==> config.mk <==
export PLATFORM = sky130hd
export DESIGN_NAME = fft_twiddle_sequencer_flat
export DESIGN_NICKNAME = d
export VERILOG_FILES = /design/src/rtl/fft_twiddle_sequencer_if.sv /design/src/rtl/fft_twiddle_sequencer.sv /design/src/flat_wrapper.sv
export SDC_FILE = /design/constraint.sdc
export NUM_CORES = 1
export LEC_CHECK = 0
export ABC_CLOCK_PERIOD_IN_PS = 4100
export CAP_MARGIN = 20
export CORE_MARGIN = 2
export CORE_UTILIZATION = 45
export DETAILED_ROUTE_END_ITERATION = 10
export PLACE_DENSITY_LB_ADDON = 0.12
export SYNTH_ARGS = -nofsm -noshare
export SYNTH_HDL_FRONTEND = slang
export SYNTH_SLANG_ARGS = --single-unit
export TNS_END_PERCENT = 1
==> constraint.sdc <==
create_clock -name clk -period 4.1 [get_ports clk]
set_input_delay 0.41 -clock clk [delete_from_list [all_inputs] [get_ports clk]]
set_output_delay 0.41 -clock clk [all_outputs]
set_load 0.03 [all_outputs]
==> src/rtl/fft_twiddle_sequencer_if.sv <==
// Butterfly job handshake between the FFT sequencer and the butterfly datapath.
// The sequencer drives jobs through master; the datapath accepts them through slave.
interface fft_twiddle_sequencer_if #(
    parameter int N = 32
);
    localparam int AW = $clog2(N);
    localparam int SW = $clog2($clog2(N));

    logic          bf_valid;
    logic          bf_ready;
    logic [AW-1:0] bf_addr_a;
    logic [AW-1:0] bf_addr_b;
    logic [SW-1:0] bf_stage;

    modport master (
        output bf_valid,
        output bf_addr_a,
        output bf_addr_b,
        output bf_stage,
        input  bf_ready
    );

    modport slave (
        input  bf_valid,
        input  bf_addr_a,
        input  bf_addr_b,
        input  bf_stage,
        output bf_ready
    );
endinterface

==> src/rtl/fft_twiddle_sequencer.sv <==
// Stage/butterfly sequencer for an in-place radix-2 DIT FFT with a 1-cycle twiddle ROM.
// Define FFT_SEQ_INVERSE_EN to add the `inverse` port (conjugate twiddle addressing).
module fft_twiddle_sequencer #(
    parameter int N         = 32,
    parameter int STAGE_GAP = 2
) (
    input  logic                 clk,
    input  logic                 rst_n,
    input  logic                 start,
`ifdef FFT_SEQ_INVERSE_EN
    input  logic                 inverse,
`endif
    output logic                 busy,
    output logic                 done,
    output logic [$clog2(N)-1:0] rom_addr,
    fft_twiddle_sequencer_if.master bf
);
    localparam int LOG2N = $clog2(N);
    localparam int AW    = LOG2N;
    localparam int SW    = $clog2(LOG2N);
    localparam int CW    = AW - 1;
    localparam int GW    = $clog2(STAGE_GAP + 2);

    typedef enum logic [2:0] {
        S_IDLE,
        S_RUN,
        S_GAP,
        S_FLUSH,
        S_DONE
    } state_t;

    state_t state;
    state_t state_nxt;

    logic [CW-1:0] bf_cnt;
    logic [SW-1:0] stage_cnt;
    logic [GW-1:0] gap_cnt;
    logic          valid_q;
    logic [AW-1:0] a_q;
    logic [AW-1:0] b_q;
    logic [AW-1:0] tw_q;
    logic [SW-1:0] stage_q;
`ifdef FFT_SEQ_INVERSE_EN
    logic          inv_q;
`endif

    logic          job_done;
    logic          adv;
    logic          last_bf;
    logic          last_stage;
    logic          gap_over;
    logic [AW-1:0] half;
    logic [AW-1:0] mask;
    logic [AW-1:0] pos;
    logic [AW-1:0] a_cur;
    logic [AW-1:0] b_cur;
    logic [AW-1:0] tw_cur;
    logic [AW-1:0] tw_sel;
    logic [SW-1:0] sh;

    // The held job is retired either by acceptance or by never having been issued.
    assign job_done   = !valid_q || bf.bf_ready;
    assign adv        = (state == S_RUN) && job_done;
    assign last_bf    = bf_cnt == CW'(N/2 - 1);
    assign last_stage = stage_cnt == SW'(LOG2N - 1);
    assign gap_over   = job_done && (gap_cnt == GW'(STAGE_GAP));

    assign bf.bf_valid  = valid_q;
    assign bf.bf_addr_a = a_q;
    assign bf.bf_addr_b = b_q;
    assign bf.bf_stage  = stage_q;

    always_comb begin
        half   = AW'(1) << stage_cnt;
        mask   = half - AW'(1);
        pos    = AW'(bf_cnt) & mask;
        a_cur  = ((AW'(bf_cnt) & ~mask) << 1) | pos;
        b_cur  = a_cur + half;
        sh     = SW'(LOG2N - 1) - stage_cnt;
        tw_cur = pos << sh;
    end

    always_ff @(posedge clk or negedge rst_n) begin
        if (!rst_n) begin
            state <= S_IDLE;
        end else begin
            state <= state_nxt;
        end
    end

    always_comb begin
        state_nxt = state;
        unique case (state)
            S_IDLE:  if (start) state_nxt = S_RUN;
            S_RUN:   if (adv && last_bf) state_nxt = last_stage ? S_FLUSH : S_GAP;
            S_GAP:   if (gap_over) state_nxt = S_RUN;
            S_FLUSH: if (job_done) state_nxt = S_DONE;
            S_DONE:  state_nxt = S_IDLE;
            default: state_nxt = S_IDLE;
        endcase
    end

    always_comb begin
        busy   = 1'b0;
        done   = 1'b0;
        tw_sel = adv ? tw_cur : tw_q;
        unique case (1'b1)
            state == S_RUN,
            state == S_GAP,
            state == S_FLUSH: busy = 1'b1;
            state == S_DONE:  done = 1'b1;
            default: ;
        endcase
`ifdef FFT_SEQ_INVERSE_EN
        rom_addr = inv_q ? AW'(0) - tw_sel : tw_sel;
`else
        rom_addr = tw_sel;
`endif
    end

    always_ff @(posedge clk or negedge rst_n) begin
        if (!rst_n) begin
            bf_cnt    <= '0;
            stage_cnt <= '0;
            gap_cnt   <= '0;
            valid_q   <= 1'b0;
            a_q       <= '0;
            b_q       <= '0;
            tw_q      <= '0;
            stage_q   <= '0;
`ifdef FFT_SEQ_INVERSE_EN
            inv_q     <= 1'b0;
`endif
        end else begin
            if (state == S_IDLE && start) begin
                bf_cnt    <= '0;
                stage_cnt <= '0;
`ifdef FFT_SEQ_INVERSE_EN
                inv_q     <= inverse;
`endif
            end
            if (adv) begin
                valid_q <= 1'b1;
                a_q     <= a_cur;
                b_q     <= b_cur;
                tw_q    <= tw_cur;
                stage_q <= stage_cnt;
                bf_cnt  <= last_bf ? '0 : bf_cnt + CW'(1);
                if (last_bf) begin
                    stage_cnt <= last_stage ? '0 : stage_cnt + SW'(1);
                end
            end else if (bf.bf_ready) begin
                valid_q <= 1'b0;
            end
            // Gap cycles start counting on the cycle the stage's last job retires.
            if (state != S_GAP) begin
                gap_cnt <= '0;
            end else if (job_done) begin
                gap_cnt <= gap_cnt + GW'(1);
            end
        end
    end
endmodule

==> src/flat_wrapper.sv <==
// flat-port wrapper written by rule: the top's interface ports become plain ports
module fft_twiddle_sequencer_flat 
#(
    parameter int N         = 32,
    parameter int STAGE_GAP = 2
)
  (clk, rst_n, start, busy, done, rom_addr, bf_bf_valid, bf_bf_addr_a, bf_bf_addr_b, bf_bf_stage, bf_bf_ready);
  fft_twiddle_sequencer_if #(.N(N)) bf_i ();
  input  logic clk;
  input  logic rst_n;
  input  logic start;
  output logic busy;
  output logic done;
  output logic [$clog2(N)-1:0] rom_addr;
  output wire logic [$bits(bf_i.bf_valid)-1:0] bf_bf_valid;
  output wire logic [$bits(bf_i.bf_addr_a)-1:0] bf_bf_addr_a;
  output wire logic [$bits(bf_i.bf_addr_b)-1:0] bf_bf_addr_b;
  output wire logic [$bits(bf_i.bf_stage)-1:0] bf_bf_stage;
  input wire logic [$bits(bf_i.bf_ready)-1:0] bf_bf_ready;
  assign bf_bf_valid = bf_i.bf_valid;
  assign bf_bf_addr_a = bf_i.bf_addr_a;
  assign bf_bf_addr_b = bf_i.bf_addr_b;
  assign bf_bf_stage = bf_i.bf_stage;
  assign bf_i.bf_ready = bf_bf_ready;
  fft_twiddle_sequencer #(.N(N), .STAGE_GAP(STAGE_GAP)) u_core (.clk(clk), .rst_n(rst_n), .start(start), .busy(busy), .done(done), .rom_addr(rom_addr), .bf(bf_i));
endmodule
After elaboration in Yosys (flattened, before gate mapping)
Cells that the tools add are included.
- register bits: 31
- bits in latches: 0
- RAM bits: 0
- bits in read-only memories: 0
- bits of input ports: 4
- output and inout port bits: 21
- logic and storage cells: 65
- memories kept: 0
- add/sub/neg operators: 6
- multipliers: 0
- div/mod/pow operators: 0
- magnitude comparators: 0
- equality and inequality tests: 12
- shift operators: 2
- multiplexer cells: 20
- bitwise operators: 4
- reductions and logical operators: 12
- operators by type and width (kind ; number):
    $mux 3 ; 8
    $mux 4 ; 3
    $pmux 3 s4 ; 1
    $eq 3x2->1 const B ; 2
    $eq 3x3->1 const B ; 2
    $reduce_bool 2->1 ; 3
    $add 5x5->5 ; 1
    $and 4x5->5 ; 1
    $mux 1 ; 5
    $mux 5 ; 1
    $or 5x5->5 ; 1
    $shl 1x3->5 const A ; 1
    $shl 5x3->5 ; 1
    $sub 5x1->5 const B ; 1
    $add 4x1->4 const B ; 1
    $and 4x4->4 ; 1
    $eq 4x4->1 const B ; 1
    $logic_and 1x1->1 ; 4
    $mux 2 ; 2
    $ne 2x1->1 const B ; 2
    $ne 2x2->1 const B ; 2
    $not 4->4 ; 1
    $reduce_and 4->1 ; 1
    $add 3x1->3 const B ; 1
    other kinds (9) ; 9

Logic depth before layout (Yosys ltp)
- word-level depth: 6
- depth in mapped cells: 14
- mapped depth without buffers: 13

Worst setup path before layout
No wires, ideal clock.
- kind: register to output
- start point: reg u_core.stage_cnt[0]
- end point: out rom_addr[3]
- arrival: 2652 ps
- required time: 3690 ps
- path slack: 1038 ps
- cell stages (with the launch flop): 11
- buffers on the path: 1
- path through: dfrtp_1 clkbuf_1 inv_1 ha_1 ha_1 inv_1 ha_1 nand2b_1 o22ai_1 mux2i_1 o21ai_0
- longest elaborated chain between the ends: 5
- elaborated cells on any way between the ends: 6
- classes of those cells: add/sub (2); shift (2); mux (1); bitwise (1)
- RTL lines (element ; RTL line ; RTL):
    start, declared ; fft_twiddle_sequencer.sv:36 ; logic [SW-1:0] stage_cnt;
    start signal, assigned ; fft_twiddle_sequencer.sv:150 ; stage_cnt <= last_stage ? '0 : stage_cnt + SW'(1);
    $shl 1x3->5 ; fft_twiddle_sequencer.sv:74 ; half = AW'(1) << stage_cnt;
    $sub 5x1->5 ; fft_twiddle_sequencer.sv:75 ; mask = half - AW'(1);
    $and 4x5->5 ; fft_twiddle_sequencer.sv:76 ; pos = AW'(bf_cnt) & mask;
    $shl 5x3->5 * ; fft_twiddle_sequencer.sv:80 ; tw_cur = pos << sh;
    $mux 5 * ; fft_twiddle_sequencer.sv:106 ; tw_sel = adv ? tw_cur : tw_q;
    end, declared ; flat_wrapper.sv:14 ; output logic [$clog2(N)-1:0] rom_addr;
Every way passes the cells marked *; elsewhere a longest branch is shown, timed or not.

Worst setup path after layout
- start point: reg u_core.stage_cnt[0]
- end point: out rom_addr[4]
Same word-level chain as after synthesis.

==> tab_implementation.tex <==
\begin{tabular}{lr}
\hline
Metric & Value \\
\hline
\multicolumn{2}{l}{\textbf{Status}} \\
Outcome & completed \\
\multicolumn{2}{l}{\textbf{Synth}} \\
Synthesis warning total & 0 \\
Number of flip-flops and latches in the synthesized netlist & 31 \\
Mean area per synthesized cell & roughly 9.2 sq um \\
Sequential-to-total area share from yosys stat & 0.453 \\
Number of distinct library cells after synthesis & 37 \\
Async set or reset register ratio after synthesis & 1.00 \\
Commonest cells in the synthesized netlist & sky130\_fd\_sc\_hd\_\_nand2\_1 (35), sky130\_fd\_sc\_hd\_\_dfrtp\_1 (31), sky130\_fd\_sc\_hd\_\_o21ai\_0 (19) \\
Area contributors post-synth & sky130\_fd\_sc\_hd\_\_dfrtp\_1 (45\%), sky130\_fd\_sc\_hd\_\_ha\_1 (9.5\%), sky130\_fd\_sc\_hd\_\_nand2\_1 (7.7\%) \\
Post-Syn Instances & $\sim$190 \\
Count of flip-flops with a built-in enable after synthesis & 0 \\
Summed instance area of the synthesized netlist & between 0.0015 and 0.002 sq mm \\
Leading cell type by number of instances after synthesis & sky130\_fd\_sc\_hd\_\_nand2\_1 \\
Yosys top cell by area & sky130\_fd\_sc\_hd\_\_dfrtp\_1 \\
Syn Nets & about 200 \\
Post-synth top area share & 0.453 \\
Main flop type after synthesis & sky130\_fd\_sc\_hd\_\_dfrtp\_1 \\
\multicolumn{2}{l}{\textbf{Global route}} \\
Pin count of the biggest net entering global routing & 32 \\
Global route total overflow & 0 \\
Number of global-route vias before repair & approximately 1,300 \\
Overall Global Routing Usage & 0.191 \\
Number of antenna violations at the first check in global routing & 0 \\
Wire length of the first global-routing pass & roughly 6200 microns \\
\multicolumn{2}{l}{\textbf{Power and ir drop}} \\
Maximum VDD drop & about 190 uV \\
Power per standard cell area & a little over 500 mW/mm\^{}2 \\
Reported leakage power & 0.923 nW \\
\multicolumn{2}{l}{\textbf{Routing}} \\
Routed WL per cell & 13.9 microns \\
Total length of routed wires & roughly 3600 microns \\
Routed length on met2 & between 1500 and 2000 microns \\
Number of DRC markers after the initial detailed-route iteration & about 40 \\
Number of nets still failing antenna checks after routing & 0 \\
Routed length on met3 & between 150 and 200 microns \\
Via count of the routed design & between 1,000 and 1,500 \\
First-pass detailed-route iteration total & 4 \\
Routed metal-1 wirelength & approximately 1700 microns \\
Residual DRC count & 0 \\
Uppermost layer routed & met4 \\
Average vias per placed instance & 5.23 \\
\multicolumn{2}{l}{\textbf{STA}} \\
Tcrit/Tclk final & 0.900 \\
Setup TNS Final & 0 ns \\
Maximum clock frequency & 0.271 GHz \\
Final count of hold timing violations & 0 \\
Slew Viols, Final & 0 \\
Final clock skew & $\sim$0.0071 ns \\
Setup WS post-layout & between 0.4 and 0.5 ns \\
RSZ-0062 raised after global routing & no \\
Minimum clock period after layout & $\sim$3.7 ns \\
Final count of negative-setup-slack endpoints & 0 \\
\multicolumn{2}{l}{\textbf{Placed design}} \\
Placer Congestion & between 0.8 and 0.9 \\
Detailed-placement wirelength estimate & $\sim$2700 microns \\
I/O Buffers & 24 \\
Pre-CTS WS & roughly 0.7 ns \\
\multicolumn{2}{l}{\textbf{Critical path}} \\
Worst setup EP type & primary output \\
Worst-path fanout max & 11 \\
Required @ worst endpoint & roughly 3.7 ns \\
Kind of critical path & flip-flop to primary output \\
Arrival time at the worst endpoint & $\sim$3.3 ns \\
Type of origin of the critical path & flip-flop \\
\multicolumn{2}{l}{\textbf{Floorplan}} \\
Die area & around 0.0043 sq mm \\
Top Ports & 25 \\
Core Region & between 0.003 and 0.004 sq mm \\
Initial Utilization & 0.468 \\
Row cnt & 22 \\
Die boundary width & between 60 and 70 microns \\
Vertical die dimension & 65.7 microns \\
\multicolumn{2}{l}{\textbf{CTS}} \\
Number of sinks driven by the clock tree & 31 \\
Cell at the root of the clock tree & sky130\_fd\_sc\_hd\_\_clkbuf\_8 \\
TritonCTS buffer count & 5 \\
Max Root-Sink Buffers & 2 \\
Clock-pin slew of the registers on the worst-case setup and hold paths & $\sim$0.06 ns \\
Hold buffer count at CTS & 0 \\
Post-CTS setup buffers & 0 \\
Clock tree from TritonCTS & done \\
Clk\_lat worst skew & $\sim$0.28 ns \\
Post-CTS resize count & 0 \\
\# H-tree levels & 2 \\
\multicolumn{2}{l}{\textbf{Final layout}} \\
Antenna cells & 0 \\
Growth of design area from synthesis to finish & 21.7\% \\
Area used by multi-input combinational logic & roughly 880 sq um \\
Share of final-layout standard cells stronger than drive strength 1 & 0.0469 \\
Fin nets & 232 \\
Count of fill cells added during filler insertion & 347 \\
Register area & 776 sq um \\
\multicolumn{2}{l}{\textbf{Worst hold path}} \\
Path category of the worst min-delay check & flip-flop to flip-flop \\
\multicolumn{2}{l}{\textbf{Job}} \\
Max-cap violation count & 0 \\
\hline
\end{tabular}
kinds of logic after synthesis:
kind of cell | after synthesis | synth area share
muxes | 2 | 0.0124
and+or+nand+nor | 73 | 0.197
adders and majority gates | 14 | 0.107
DFF | 31 | 0.453
xor gates and xnor gates | 7 | 0.0358
AOI/OAI and AO/OA | 43 | 0.160
buffers and inverters | 15 | 0.0336
other | 1 | 0.00219
power breakdown:
part | switching [W] | internal, W
clock | 0.000104 | 0.000113
sequential | 0.0000542 | 0.000365
combinational | 0.000261 | 0.000183
total | 0.000419 | 0.000661
stage by stage:
stage | hold WS [ns] | cells | power [W] | area, sq um | utilization
final | 0.470 | 261 | 0.00108 | 2090 | 0.570
after detailed placement | 0.462 | 255 | 0.000872 | 2010 | 0.550
after global placement | 0.458 | 255 | 0.000866 | 2010 | 0.550
after floorplan | 0.114 | 186 | 0.000719 | 1710 | -
after global routing | 0.503 | 261 | 0.00116 | 2090 | 0.570
after CTS | 0.476 | 261 | 0.00109 | 2090 | 0.570
state kept, by name, indices dropped and copies added, names as in the netlist:
| name | count |
|---|---|
| u_core.bf.bf_addr_a | 5 |
| u_core.bf.bf_addr_b | 5 |
| u_core.bf.bf_stage | 3 |
| u_core.bf.bf_valid | 1 |
| u_core.bf_cnt | 4 |
| u_core.gap_cnt | 2 |
| u_core.stage_cnt | 3 |
| u_core.state | 3 |
| u_core.tw_q | 5 |
area by class of cell:
class,count,area share
inverters,9,0.0162
well taps,48,0.0288
clock buffers,6,0.0348
multi-input cells,140,0.422
flip-flops and latches,31,0.372
repair buffers,27,0.126
routing by layer:
metal	GRT usage	up-vias
met4	0.0781	0
met1	0.244	628
li1	-	699
met5	0	-
met3	0.0548	5
met2	0.303	34
worst max-delay path, stage by stage (launching register included):
cell and delay [ns]:
sky130_fd_sc_hd__dfrtp_1 0.53, sky130_fd_sc_hd__inv_1 0.18, sky130_fd_sc_hd__ha_1 0.26, sky130_fd_sc_hd__ha_1 0.26, sky130_fd_sc_hd__or3_1 0.41, sky130_fd_sc_hd__a32oi_2 0.27
sky130_fd_sc_hd__o22ai_1 0.12, sky130_fd_sc_hd__and3_1 0.19, sky130_fd_sc_hd__o22a_1 0.19, sky130_fd_sc_hd__clkdlybuf4s50_1 0.59
layout by cell type, fill, tap and decap left out, types with 2 or more instances in the layout:
master                            synthesis  layout
sky130_fd_sc_hd__a21oi_1                  5       5
sky130_fd_sc_hd__nor2b_1                  2       2
sky130_fd_sc_hd__nor2_1                  10      10
sky130_fd_sc_hd__or3_1                    2       2
sky130_fd_sc_hd__nand2b_1                 5       5
sky130_fd_sc_hd__clkbuf_8                 0       5
sky130_fd_sc_hd__o22ai_1                  2       2
sky130_fd_sc_hd__ha_1                    13      13
sky130_fd_sc_hd__inv_1                    9       9
sky130_fd_sc_hd__and3_1                   3       3
sky130_fd_sc_hd__xnor2_1                  4       4
sky130_fd_sc_hd__a21o_1                   3       3
sky130_fd_sc_hd__o21bai_1                 2       2
sky130_fd_sc_hd__buf_4                    0       3
sky130_fd_sc_hd__and2_1                   2       2
sky130_fd_sc_hd__nand3_1                  6       6
sky130_fd_sc_hd__nand2_1                 35      35
sky130_fd_sc_hd__nor3_1                   4       4
sky130_fd_sc_hd__o31ai_1                  5       5
sky130_fd_sc_hd__dfrtp_1                 31      31
sky130_fd_sc_hd__clkdlybuf4s50_1          0      24
sky130_fd_sc_hd__o21ai_0                 19      19
sky130_fd_sc_hd__xor2_1                   3       3
final timing paths:
kind                                         from  depth (start not counted)  slack [ns]                endpoint
setup / recovery              u_core.stage_cnt[0]                          9        0.41             rom_addr[4]
hold / removal             u_core.bf.bf_addr_a[2]                          2        0.47  u_core.bf.bf_addr_a[2]
setup reg to reg              u_core.stage_cnt[0]                         13        0.88  u_core.bf.bf_addr_b[4]
hold reg to reg            u_core.bf.bf_addr_a[2]                          2        0.47  u_core.bf.bf_addr_a[2]
max in group asynchronous                   rst_n                          2        3.29        u_core.bf_cnt[2]
min in group asynchronous                   rst_n                          2        0.53       u_core.gap_cnt[0]
(Power assumes the default switching activity.)
